**config.mk**
```make
export PLATFORM = sky130hd
export DESIGN_NAME = nes_joypad_reader
export DESIGN_NICKNAME = d
export VERILOG_FILES = /design/src/rtl/nes_joypad_reader.sv
export SDC_FILE = /design/constraint.sdc
export NUM_CORES = 1
export LEC_CHECK = 0
export CORE_AREA = 10 10 119 67
export DETAILED_ROUTE_END_ITERATION = 8
export DIE_AREA = 0 0 129 77
export GPL_ROUTABILITY_DRIVEN = 0
export GPL_TIMING_DRIVEN = 0
export PLACE_DENSITY = 0.62
export SYNTH_ARGS = -nofsm -noshare
export SYNTH_HDL_FRONTEND = slang
export SYNTH_SLANG_ARGS = --single-unit
```
**constraint.sdc**
```tcl
create_clock -name sys_clock -period 2.8 [get_ports sys_clock]
set_input_delay 0.28 -clock sys_clock [delete_from_list [all_inputs] [get_ports sys_clock]]
set_output_delay 0.28 -clock sys_clock [all_outputs]
set_load 0.005 [all_outputs]
```
**src/rtl/nes_joypad_reader.sv**
```systemverilog
// nes_joypad_reader
//   Host-side poller for a standard NES controller (4021-style parallel-in /
//   serial-out shift register). Every POLL_CYCLES sys_clock cycles it pulses
//   pad_latch, then clocks out the eight button bits on pad_clk. The bits are
//   presented as an active-high byte on buttons, with a one-cycle valid strobe.
//
// Parameters
//   LATCH_CYCLES : pad_latch high width in sys_clock cycles (>= 1)
//   HALF_PERIOD  : pad_clk high and low phase length in cycles (>= 3)
//   POLL_CYCLES  : cycles between poll starts (> LATCH_CYCLES + 15*HALF_PERIOD)
//
// Ports
//   sys_clock : system clock, rising edge
//   reset     : synchronous, active-high
//   enable    : 1 = polls may start; a poll already running always completes
//   pad_data  : serial data from the controller, active-low, asynchronous
//   pad_latch : latch strobe to the controller, active-high
//   pad_clk   : shift clock to the controller, idles low
//   buttons   : [0]A [1]B [2]Select [3]Start [4]Up [5]Down [6]Left [7]Right,
//               1 = pressed
//   valid     : one-cycle pulse in the cycle buttons first shows a new value
//   busy      : 1 while a poll is in progress
//
// Build option
//   JOYPAD_DEBOUNCE_EN : when defined, a button bit only changes once two
//   consecutive polls agree on its new value.

module nes_joypad_reader #(
  parameter int LATCH_CYCLES = 12,
  parameter int HALF_PERIOD  = 6,
  parameter int POLL_CYCLES  = 16667
) (
  input  logic       sys_clock,
  input  logic       reset,
  input  logic       enable,
  input  logic       pad_data,
  output logic       pad_latch,
  output logic       pad_clk,
  output logic [7:0] buttons,
  output logic       valid,
  output logic       busy
);

  localparam int TIMER_W = $clog2(POLL_CYCLES);
  localparam int PH_MAX  = (LATCH_CYCLES > HALF_PERIOD) ? LATCH_CYCLES : HALF_PERIOD;
  localparam int PH_W    = $clog2(PH_MAX);

  localparam logic [TIMER_W-1:0] TIMER_LAST = TIMER_W'(POLL_CYCLES - 1);
  localparam logic [PH_W-1:0]    LATCH_LAST = PH_W'(LATCH_CYCLES - 1);
  localparam logic [PH_W-1:0]    HALF_LAST  = PH_W'(HALF_PERIOD - 1);

  typedef enum logic [2:0] {
    S_IDLE,
    S_LATCH,
    S_LOW0,
    S_HIGH,
    S_LOW,
    S_DONE
  } state_t;

  state_t             state, state_nxt;
  logic [PH_W-1:0]    ph, ph_nxt;
  logic [2:0]         bit_cnt;
  logic [TIMER_W-1:0] timer;
  logic               poll_start;
  logic               capture;
  logic [2:0]         capture_idx;
  logic               sync_p0, sync_p1;
  logic [7:0]         shift_raw;
  logic [7:0]         buttons_nxt;

`ifdef JOYPAD_DEBOUNCE_EN
  logic [7:0] prev_raw;

  // Bits on which the last two raw samples agree take the new value; the
  // rest hold what was previously reported.
  function automatic logic [7:0] debounce(input logic [7:0] cur,
                                          input logic [7:0] prev,
                                          input logic [7:0] held);
    logic [7:0] agree;
    agree = ~(cur ^ prev);
    return (cur & agree) | (held & ~agree);
  endfunction

  assign buttons_nxt = debounce(shift_raw, prev_raw, buttons);
`else
  assign buttons_nxt = shift_raw;
`endif

  assign poll_start  = enable && (timer == TIMER_LAST);
  assign capture_idx = (state == S_LOW0) ? 3'd0 : bit_cnt;

  always_comb begin
    state_nxt = state;
    ph_nxt    = ph + 1'b1;
    capture   = 1'b0;
    case (state)
      S_IDLE: begin
        ph_nxt = '0;
        if (poll_start) state_nxt = S_LATCH;
      end
      S_LATCH: begin
        if (ph == LATCH_LAST) begin
          state_nxt = S_LOW0;
          ph_nxt    = '0;
        end
      end
      S_LOW0: begin
        if (ph == HALF_LAST) begin
          capture   = 1'b1;
          state_nxt = S_HIGH;
          ph_nxt    = '0;
        end
      end
      S_HIGH: begin
        if (ph == HALF_LAST) begin
          state_nxt = S_LOW;
          ph_nxt    = '0;
        end
      end
      S_LOW: begin
        if (ph == HALF_LAST) begin
          capture   = 1'b1;
          state_nxt = (bit_cnt == 3'd7) ? S_DONE : S_HIGH;
          ph_nxt    = '0;
        end
      end
      S_DONE: begin
        state_nxt = S_IDLE;
        ph_nxt    = '0;
      end
      default: begin
        state_nxt = S_IDLE;
        ph_nxt    = '0;
      end
    endcase
  end

  // Control: state, counters, synchronizer and registered pad/status outputs.
  // Pad outputs are registered from the next state so they are glitch-free
  // and still track the state register cycle for cycle.
  always_ff @(posedge sys_clock) begin
    if (reset) begin
      state     <= S_IDLE;
      ph        <= '0;
      bit_cnt   <= 3'd0;
      timer     <= '0;
      sync_p0   <= 1'b1;
      sync_p1   <= 1'b1;
      pad_latch <= 1'b0;
      pad_clk   <= 1'b0;
      busy      <= 1'b0;
      valid     <= 1'b0;
      buttons   <= 8'h00;
`ifdef JOYPAD_DEBOUNCE_EN
      prev_raw  <= 8'h00;
`endif
    end else begin
      state     <= state_nxt;
      ph        <= ph_nxt;
      sync_p0   <= pad_data;
      sync_p1   <= sync_p0;
      pad_latch <= (state_nxt == S_LATCH);
      pad_clk   <= (state_nxt == S_HIGH);
      busy      <= (state_nxt != S_IDLE);
      valid     <= (state == S_DONE);

      if (!enable)                 timer <= '0;
      else if (timer == TIMER_LAST) timer <= '0;
      else                         timer <= timer + 1'b1;

      if (capture) bit_cnt <= capture_idx + 3'd1;

      if (state == S_DONE) begin
        buttons  <= buttons_nxt;
`ifdef JOYPAD_DEBOUNCE_EN
        prev_raw <= shift_raw;
`endif
      end
    end
  end

  // Sample stage: synchronized pad data lands in the raw shift byte at the
  // end of each low phase, inverted to active-high.
  always_ff @(posedge sys_clock) begin
    if (capture) shift_raw[capture_idx] <= ~sync_p1;
  end

endmodule

```
Word-level counts from Yosys, hierarchy flattened
Index checks and enable logic that the tools add are counted.

Latch bits: 0. Word-level logic and storage cells: 53. Memories: 0. Bits in read-only memories: 0. Output and inout port bits: 12. Memory bits (writable): 0. Input bits: 4. Register bits: 47.

$lt $le $gt $ge: 2. Multiplexer cells: 16. Add/subtract/negate cells: 3. Equal/unequal tests: 11. Shift operators: 0. Bitwise logic cells: 2. Div/mod/pow operators: 0. Multipliers: 0. Reduce and logical (&&, ||, !) cells: 7.

Operators with widths (number): 2-to-1 mux 3 bit (7); adder 15 x 1 -> 15 bit, second input constant (1); == test 15 bit, second input constant (1); one-hot mux 3 bit (5 select lines) (1); == test 3 x 2 -> 1 bit, second input constant (3); == test 3 bit, second input constant (3); bitwise mux 8 bit (1); 2-to-1 mux 4 bit (2); one-hot mux 4 bit (2 select lines) (1); == test 3 x 1 -> 1 bit, second input constant (2); OR reduction 3 bit (2); adder 4 x 1 -> 4 bit, second input constant (1); == test 4 x 3 -> 1 bit, second input constant (1); == test 4 bit, second input constant (1); < comparator 3 x 4 -> 1 bit, second input constant (1); adder 3 x 1 -> 3 bit, second input constant (1); demux 1 bit (select 3 bit) (1); >= comparator 3 x 1 -> 1 bit, second input constant (1); logical NOT 3 bit (1); 2-to-1 mux 1 bit (3); nonzero test 3 bit (1); logical AND 1 bit (2); inverter 1 bit (2); OR reduction 2 bit (1).

Longest topological paths before layout
Gate-level depths: netlist of the first run.

Depth in word-level cells: 7. Gate-level depth with buffers: 8. Gate-level depth less buffers: 7.

Worst setup path after synthesis of the first run
Ideal clock, no wire load.

Path type: register to register. From: register state[0]. To: register shift_raw[2], in the netlist buttons_nxt[2] (enable). Stages on the path, launching flop included: 6. Arrival time: 1463 ps. Slack: 1025 ps. Buffers on the path: 1. Required time: 2488 ps. Period minus slack after synthesis: 1775 ps. Library setup time: 312 ps. Cell sequence: dfxtp_1 > clkbuf_1 > or3b_2 > a21oi_2 > nand2b_1 > nor3_1.

Word-level cells in the longest chain between the ends: 3. Elaborated cells on any way between the ends: 4. Those cells by class: 2 x eq/ne; 1 x mux; 1 x reduce/logical.

RTL lines: start: declaration (RTL line 61) `state_t state, state_nxt;`; start signal: assignment (RTL line 159) `state <= state_nxt;`; == test 3 x 2 -> 1 bit / == test 3 bit (equally long branches) (RTL line 97) `case (state)`; OR reduction 2 bit (no line) (*); 2-to-1 mux 1 bit (*); end signal: indexed assignment (RTL line 186) `if (capture) shift_raw[capture_idx] <= ~sync_p1;`; end: declaration (RTL line 69) `logic [7:0] shift_raw;`.

Every way passes the cells marked *; elsewhere a longest branch is shown, timed or not. A chain may end at the register's enable or synchronous reset.

Final worst setup path of the first run
Same ends and word-level chain as after synthesis.

==> results of run 1 <==
-- synth_stat cells (2+ instances only) --
library cell,number,area [µm²]
a211oi_1,2,15.01
a21oi_1,8,40.04
a31oi_1,2,12.51
and3b_1,2,17.52
clkbuf_1,8,30.03
dfxtp_1,39,780.8
edfxtp_1,8,240.2
ha_1,5,62.56
inv_1,8,30.03
mux2i_1,2,20.02
nand2_1,14,52.55
nand2b_1,4,25.02
nand3_1,13,65.06
nand3b_1,4,30.03
nand4_1,5,31.28
nor2_1,29,108.9
nor3_1,11,55.05
nor3b_1,2,15.01
nor4_1,3,18.77
o21ai_0,2,10.01
o32ai_1,2,17.52
or2_2,2,12.51
or3b_2,2,17.52
or4b_1,2,20.02
xnor2_1,10,87.58
xor2_1,5,43.79
-- through the flow --
step | area [µm²] | utilization [%]
after detailed placement | 2266 | 38.37
after global routing | 2411 | 40.83
after CTS | 2411 | 40.83
after floorplan | 2019 | -
after global placement | 2266 | 38.37
final | 2411 | 40.83
-- registers in the layout, summed over array words and instances (netlist names) --
register and cells:
bit_cnt 3, busy 1, buttons 8, buttons_nxt 8, pad_clk 1, pad_latch 1
ph 4, state 3, sync_p0 1, sync_p1 1, timer 15, valid 1
-- per-layer routing --
layer  GRT usage, %  routed length (µm)  vias up
met5              0                   0        -
met4          2.709                  33        0
met3          3.569                 205        4
met2          11.73                1536       22
met1          12.69                2262      706
li1               -                   -      788
-- critical path, stage by stage (launching register included) --
cell and delay, ns:
dfxtp_1 0.31, clkbuf_1 0.21, or3b_2 0.54, a21oi_2 0.30, nand2b_1 0.17, nor3_1 0.23
-- worst max path at each step --
stage	slack [ns]	endpoint	depth (start not counted)
finish	0.72	buttons_nxt[2]	5
global route	0.52	buttons_nxt[2]	5
CTS	0.70	buttons_nxt[2]	5
detailed placement	0.71	buttons_nxt[2]	5
global placement	0.78	buttons_nxt[2]	5
floorplan	1.02	buttons_nxt[2]	5
-- layout make-up --
class,count,area (µm²)
Fill cell,591,3495
Sequential cell,47,1021
Multi-Input combinational cell,147,915.9
Timing Repair Buffer,15,150.1
Clock buffer,5,125.1
Tap cell,77,96.34
Buffer,11,52.55
Inverter,8,30.03
Clock inverter,3,20.02
-- logic make-up (layout without fill, tap and decap cells) --
logic type                 after synthesis  count (layout)
adders and majority gates                5               5
xor gates and xnor gates                15              15
buffers and inverters                   19              42
and+or+nand+nor                        102             102
DFF                                     47              47
muxes                                    2               2
AOI/OAI and AO/OA                       23              23
-- report_power, final --
group          total [mW]  switching (mW)  internal, mW
logic              0.0365          0.0204        0.0161
registers           0.693         0.00262         0.690
clock network       0.585           0.256         0.329
==> results.tsv, run 1 <==
stage	metric	value	unit
power_and_ir_drop	p_per_area	545.0	nW/µm²
routing	drt_drc_violations_left	0	
global_route	grt_start_max_net_pins	16	
critical_path	crit_fanout	10	
clocking	cts_max_path_buffers	2	
placement	dp_cells	305	
sta	tightest_slew	0.4949	ns
synth	async_reset_ff_share	0	%
synth	synth_adder_area_share	3.098	%
floorplanning	dieArea	9933	µm²
synth	synth_seq_area_share	50.56	%
sta	finalSetupViolCount	0	
outcome	status	completed	
worst_hold_path	hold_path_depth	1	
sta	finalMaxSlewViolations	0	
floorplanning	die_h	77	µm
global_route	grt_pass1_wl	7.176	mm
finish	final_cell_mix	39 x dfxtp_1, 29 x nor2_1, 15 x clkdlybuf4s50_1	
synth	avgSynthCellArea	9.481	µm²
synth	synthXorXnorAreaFrac	6.506	%
critical_path	cp.required	2.77	ns
clocking	cts_tree	yes	
power_and_ir_drop	p_total	1.314	mW
sta	setup_tns	0	ns
sta	fin_crit_sh	74.32	%
global_route	track_usage	8.911	%
routing	vias_per_cell	4.856	
routing	drtAntennaViolNets	0	
critical_path	crit_type	flip-flop to flip-flop	
finish	diodes	0	
global_route	grt_overflow	0	
synth	synth.area.mux_share	0.9913	%
clocking	clock_sinks	47	
clocking	cts_buffers	5	
worst_hold_path	hp-start	sync_p0	
critical_path	reg2reg_slack	0.72	ns
synth	ys_ff_latch	47	
clocking	root_buffer	clkbuf_16	
flow_run	drv_cap	0	
synth	yosysUniqueCellTypes	45	
synth	yosys.area_share.simple	27.14	%
global_route	antenna_found_initial	0	
floorplanning	core	5906	µm²
synth	syn_inst	213	
clocking	postCtsHoldBufs	0	
floorplanning	rows	20	
routing	drt_iter0_drc	121	
synth	synth-main-ff-cell	dfxtp_1	
sta	clock.fmax	0.4805	GHz
routing	num_vias	1520	
placement	port_buffers	15	
clocking	insertion_delay	0.28	ns
sta	finalHoldViolCount	0	
critical_path	critPathArrivalTime	2.05	ns
power_and_ir_drop	leakage	0.7722	nW
placement	dp_hpwl	2.923	mm
global_route	grt_pass1_vias	1457	
critical_path	crit_start	state[0]	
finish	fin_nets	244	
routing	wl_per_cell	12.90	µm
synth	syn_nets	222	
synth	synth_top_family_by_area	simple AND/OR/NAND/NOR gates	
critical_path	r2r-start	state[0]	
routing	finalWirelength	4.037	mm
clocking	clk_pin_slew	0.07	ns
finish	instances_no_fill	313	
critical_path	ff2ff_path_depth	5	
floorplanning	fp.dieW	129	µm
synth	synth_edf_count	8	
sta	rsz0062_at_grt	false	
routing	first_pass_iters	4	
synth	yosys_warnings	0	
critical_path	worstSetupEndpointType	flip-flop	
clocking	cts_resized	0	
sta	post-route-min-period	2.081	ns
placement	dpl_worst_slack	0.7133	ns
sta	worst_slack	0.7189	ns
finish	layout_commonest_cell	dfxtp_1	
clocking	post-cts-setup-buffers	0	
synth	synth-compound-area-share	7.621	%
worst_hold_path	min_to	sync_p1	
finish	area_growth	19.39	%
sta	worst_hold_slack	0.4096	ns
sta	slew_headroom	66.81	%
synth	synth_area	2019	µm²
sta	skew	0.006489	ns
floorplanning	top_level_ports	16	
floorplanning	start_util	34.19	%
critical_path	timing.rr.end	buttons_nxt[2]	
power_and_ir_drop	ir_drop	0.2252	mV
clocking	ctsHtreeMaxLevel	2	
worst_hold_path	hold_class	flip-flop to flip-flop	
critical_path	start_kind	flip-flop	
finish	drive_gt1_share	7.203	%
Power figures use the tool's default switching activity.
==> run 2, diff against run 1 <==
--- a/config.mk
+++ b/config.mk
@@ -10,7 +10,7 @@
 export DIE_AREA = 0 0 129 77
 export GPL_ROUTABILITY_DRIVEN = 0
 export GPL_TIMING_DRIVEN = 0
-export PLACE_DENSITY = 0.62
+export PLACE_DENSITY = 0.64
 export SYNTH_ARGS = -nofsm -noshare
 export SYNTH_HDL_FRONTEND = slang
 export SYNTH_SLANG_ARGS = --single-unit
==> constraint.sdc (replaced) <==
create_clock -name sys_clock -period 1.78 [get_ports sys_clock]
set_input_delay 0.178 -clock sys_clock [delete_from_list [all_inputs] [get_ports sys_clock]]
set_output_delay 0.178 -clock sys_clock [all_outputs]
set_load 0.005 [all_outputs]
==> run 2 against run 1 <==
Net effect:
- fmax grew 18%
- critical path depth grew 1
- clock skew grew 0.0042 ns
- register-to-register slack lost 0.70 ns
- combinational power grew 120%
- sequential power grew 57%
- critical path type unchanged
- global-route usage grew 0.30 points
- count of clock-buffer cells in the layout is the same
==> results.tsv, run 2 (same netlist as run 1, synthesis figures left out) <==
stage	metric	value	unit	change
outcome	status	completed		unchanged
placement	dp_hpwl	2.966	mm	was 2.923 mm
critical_path	start_kind	flip-flop		unchanged
clocking	cts_max_path_buffers	2		unchanged
sta	fin_crit_sh	98.70	%	was 74.32%
finish	final_cell_mix	34 x dfxtp_1, 21 x nor2_1, 15 x clkdlybuf4s50_1		was 39 x dfxtp_1, 29 x nor2_1, 15 x clkdlybuf4s50_1
worst_hold_path	hold_class	flip-flop to flip-flop		unchanged
critical_path	critPathArrivalTime	1.94	ns	was 2.05 ns
critical_path	reg2reg_slack	0.02	ns	was 0.72 ns
sta	finalMaxSlewViolations	0		unchanged
clocking	clk_pin_slew	0.07	ns	about the same
sta	clock.fmax	0.5692	GHz	was 0.4805 GHz
critical_path	crit_cells	6		was 5
routing	wl_per_cell	13.34	µm	was 12.90 µm
sta	worst_slack	0.02308	ns	was 0.7189 ns
critical_path	cp_cell_sequence	or4b_4, nor4_4, or3b_1, buf_6, buf_8, nor2_1		was clkbuf_1, or3b_2, a21oi_2, nand2b_1, nor3_1
clocking	root_buffer	clkbuf_16		unchanged
clocking	clock_sinks	47		unchanged
critical_path	ff2ff_path_depth	6		was 5
floorplanning	core	5906	µm²	unchanged
worst_hold_path	hold_path_depth	1		unchanged
finish	regMostFlops	timer		unchanged
finish	fillers	573		was 591
critical_path	crit_family	simple AND/OR/NAND/NOR gates		unchanged
finish	layout_commonest_cell	dfxtp_1		unchanged
flow_run	drv_cap	0		unchanged
global_route	track_usage	9.216	%	was 8.911%
sta	finalHoldViolCount	0		unchanged
routing	drt_iter0_drc	101		was 121
power_and_ir_drop	p_total	2.259	mW	was 1.314 mW
sta	finalSetupViolCount	0		unchanged
critical_path	crit_type	flip-flop to flip-flop		unchanged
global_route	grt_start_max_net_pins	17		was 16
critical_path	crit_buf_inv	2		was 1
critical_path	crit_fanout	5		was 10
finish	drive_gt1_share	20.49	%	was 7.203%
critical_path	timing.rr.end	timer[7]		was buttons_nxt[2]
floorplanning	top_level_ports	16		unchanged
critical_path	crit_start	timer[2]		was state[0]
sta	post-route-min-period	1.757	ns	was 2.081 ns
power_and_ir_drop	p_per_area	857.8	nW/µm²	was 545.0 nW/µm²
critical_path	endpoint	timer[7]		was buttons_nxt[2]
floorplanning	dieArea	9933	µm²	unchanged
floorplanning	rows	20		unchanged
routing	vias_per_cell	4.850		was 4.856
finish	fin_nets	252		was 244
clocking	cts_tree	yes		unchanged
routing	drtAntennaViolNets	0		unchanged
power_and_ir_drop	leakage	0.8864	nW	was 0.7722 nW
global_route	grt_pass1_vias	1426		was 1457
floorplanning	start_util	34.19	%	unchanged
clocking	cts_buffers	5		unchanged
critical_path	worst_path_max_delay_cell	or4b_4		was or3b_2
finish	final_area	2634	µm²	was 2411 µm²
finish	multi_input_area	1016	µm²	was 915.9 µm²
finish	area_growth	30.42	%	was 19.39%
routing	num_vias	1557		was 1520
finish	regArea	1030	µm²	was 1021 µm²
floorplanning	die_h	77	µm	unchanged
critical_path	r2r-start	timer[2]		was state[0]
floorplanning	fp.dieW	129	µm	unchanged
clocking	ctsHtreeMaxLevel	2		unchanged
sta	setup_tns	0	ns	unchanged
global_route	grt_pass1_wl	7.258	mm	was 7.176 mm
clocking	insertion_delay	0.30	ns	was 0.28 ns
critical_path	cp.required	1.97	ns	was 2.77 ns
power_and_ir_drop	ir_drop	0.3731	mV	was 0.2252 mV
sta	skew	0.01069	ns	was 0.006489 ns
critical_path	max_stage_delay	0.55	ns	was 0.54 ns
routing	first_pass_iters	4		unchanged
sta	rsz0062_at_grt	true		was false
sta	slew_headroom	65.87	%	was 66.81%
global_route	grt_overflow	0		unchanged
placement	dpl_worst_slack	-0.2492	ns	was 0.7133 ns
critical_path	worstSetupEndpointType	flip-flop		unchanged
routing	finalWirelength	4.283	mm	was 4.037 mm
placement	port_buffers	15		unchanged
placement	placed_area	2266	µm²	unchanged
global_route	antenna_found_initial	0		unchanged
sta	tightest_slew	0.5048	ns	was 0.4949 ns
routing	drt_drc_violations_left	0		unchanged
finish	diodes	0		unchanged
finish	largest_register_ffs	15		unchanged
[run 2: cell types whose count changed in the layout (fill, tap and decap cells not counted), moves of 4 or more]
cell,delta
clkbuf_1,-5
dfxtp_2,+4
dfxtp_1,-5
nor2_2,+6
buf_4,+5
nor2_1,-8
[run 2: worst min path at each step]
stage,start,end
2_1_floorplan,pad_data,sync_p0
3_3_place_gp,sync_p0,sync_p1
3_5_place_dp,sync_p0,sync_p1
4_1_cts,sync_p0,sync_p1
5_1_grt,sync_p0,sync_p1
6_report,sync_p0,sync_p1
[run 2: per-stage QoR]
step / hold WS, ns / instances / utilization [%]
after detailed placement: 0.3954 / 305 / 38.37
after global placement: 0.3941 / 305 / 38.37
after floorplan: 0.2818 / 213 / -
after CTS: 0.4097 / 319 / 43.39
final: 0.4100 / 321 / 44.60
after global routing: 0.4195 / 321 / 44.60
[run 2: layout make-up]
cell class	count	area share (%)
Inverter	8	1.140
Sequential cell	47	39.10
Clock buffer	5	4.751
Clock inverter	3	1.758
Timing Repair Buffer	24	8.694
Tap cell	77	3.658
Buffer	10	2.328
Multi-Input combinational cell	147	38.57
[run 2: layer usage]
metal	track usage [%]	up-vias	share of wire, %
met5	0	-	0
met4	3.386	0	1.4
met3	4.324	5	5.6
met2	11.07	18	37
met1	13.39	727	55
li1	-	807	-
[run 2: repair_timing]
action,4_1_cts,5_1_grt
setup endpoints to repair,35,32
buffers inserted,6,2
hold buffers,0,0
endpoints found under the hold margin,0,0
gates cloned,1,0
pin swaps,13,3
resized for setup,23,19
[run 2: power breakdown]
| group | switching [mW] | internal [mW] | total [mW] | leakage (nW) |
|---|---|---|---|---|
| registers | 0.00418 | 1.08 | 1.09 | 0.391 |
| clock network | 0.423 | 0.667 | 1.09 | 0.0804 |
| logic | 0.0432 | 0.0376 | 0.0808 | 0.415 |
| total | 0.470 | 1.79 | 2.26 | 0.886 |
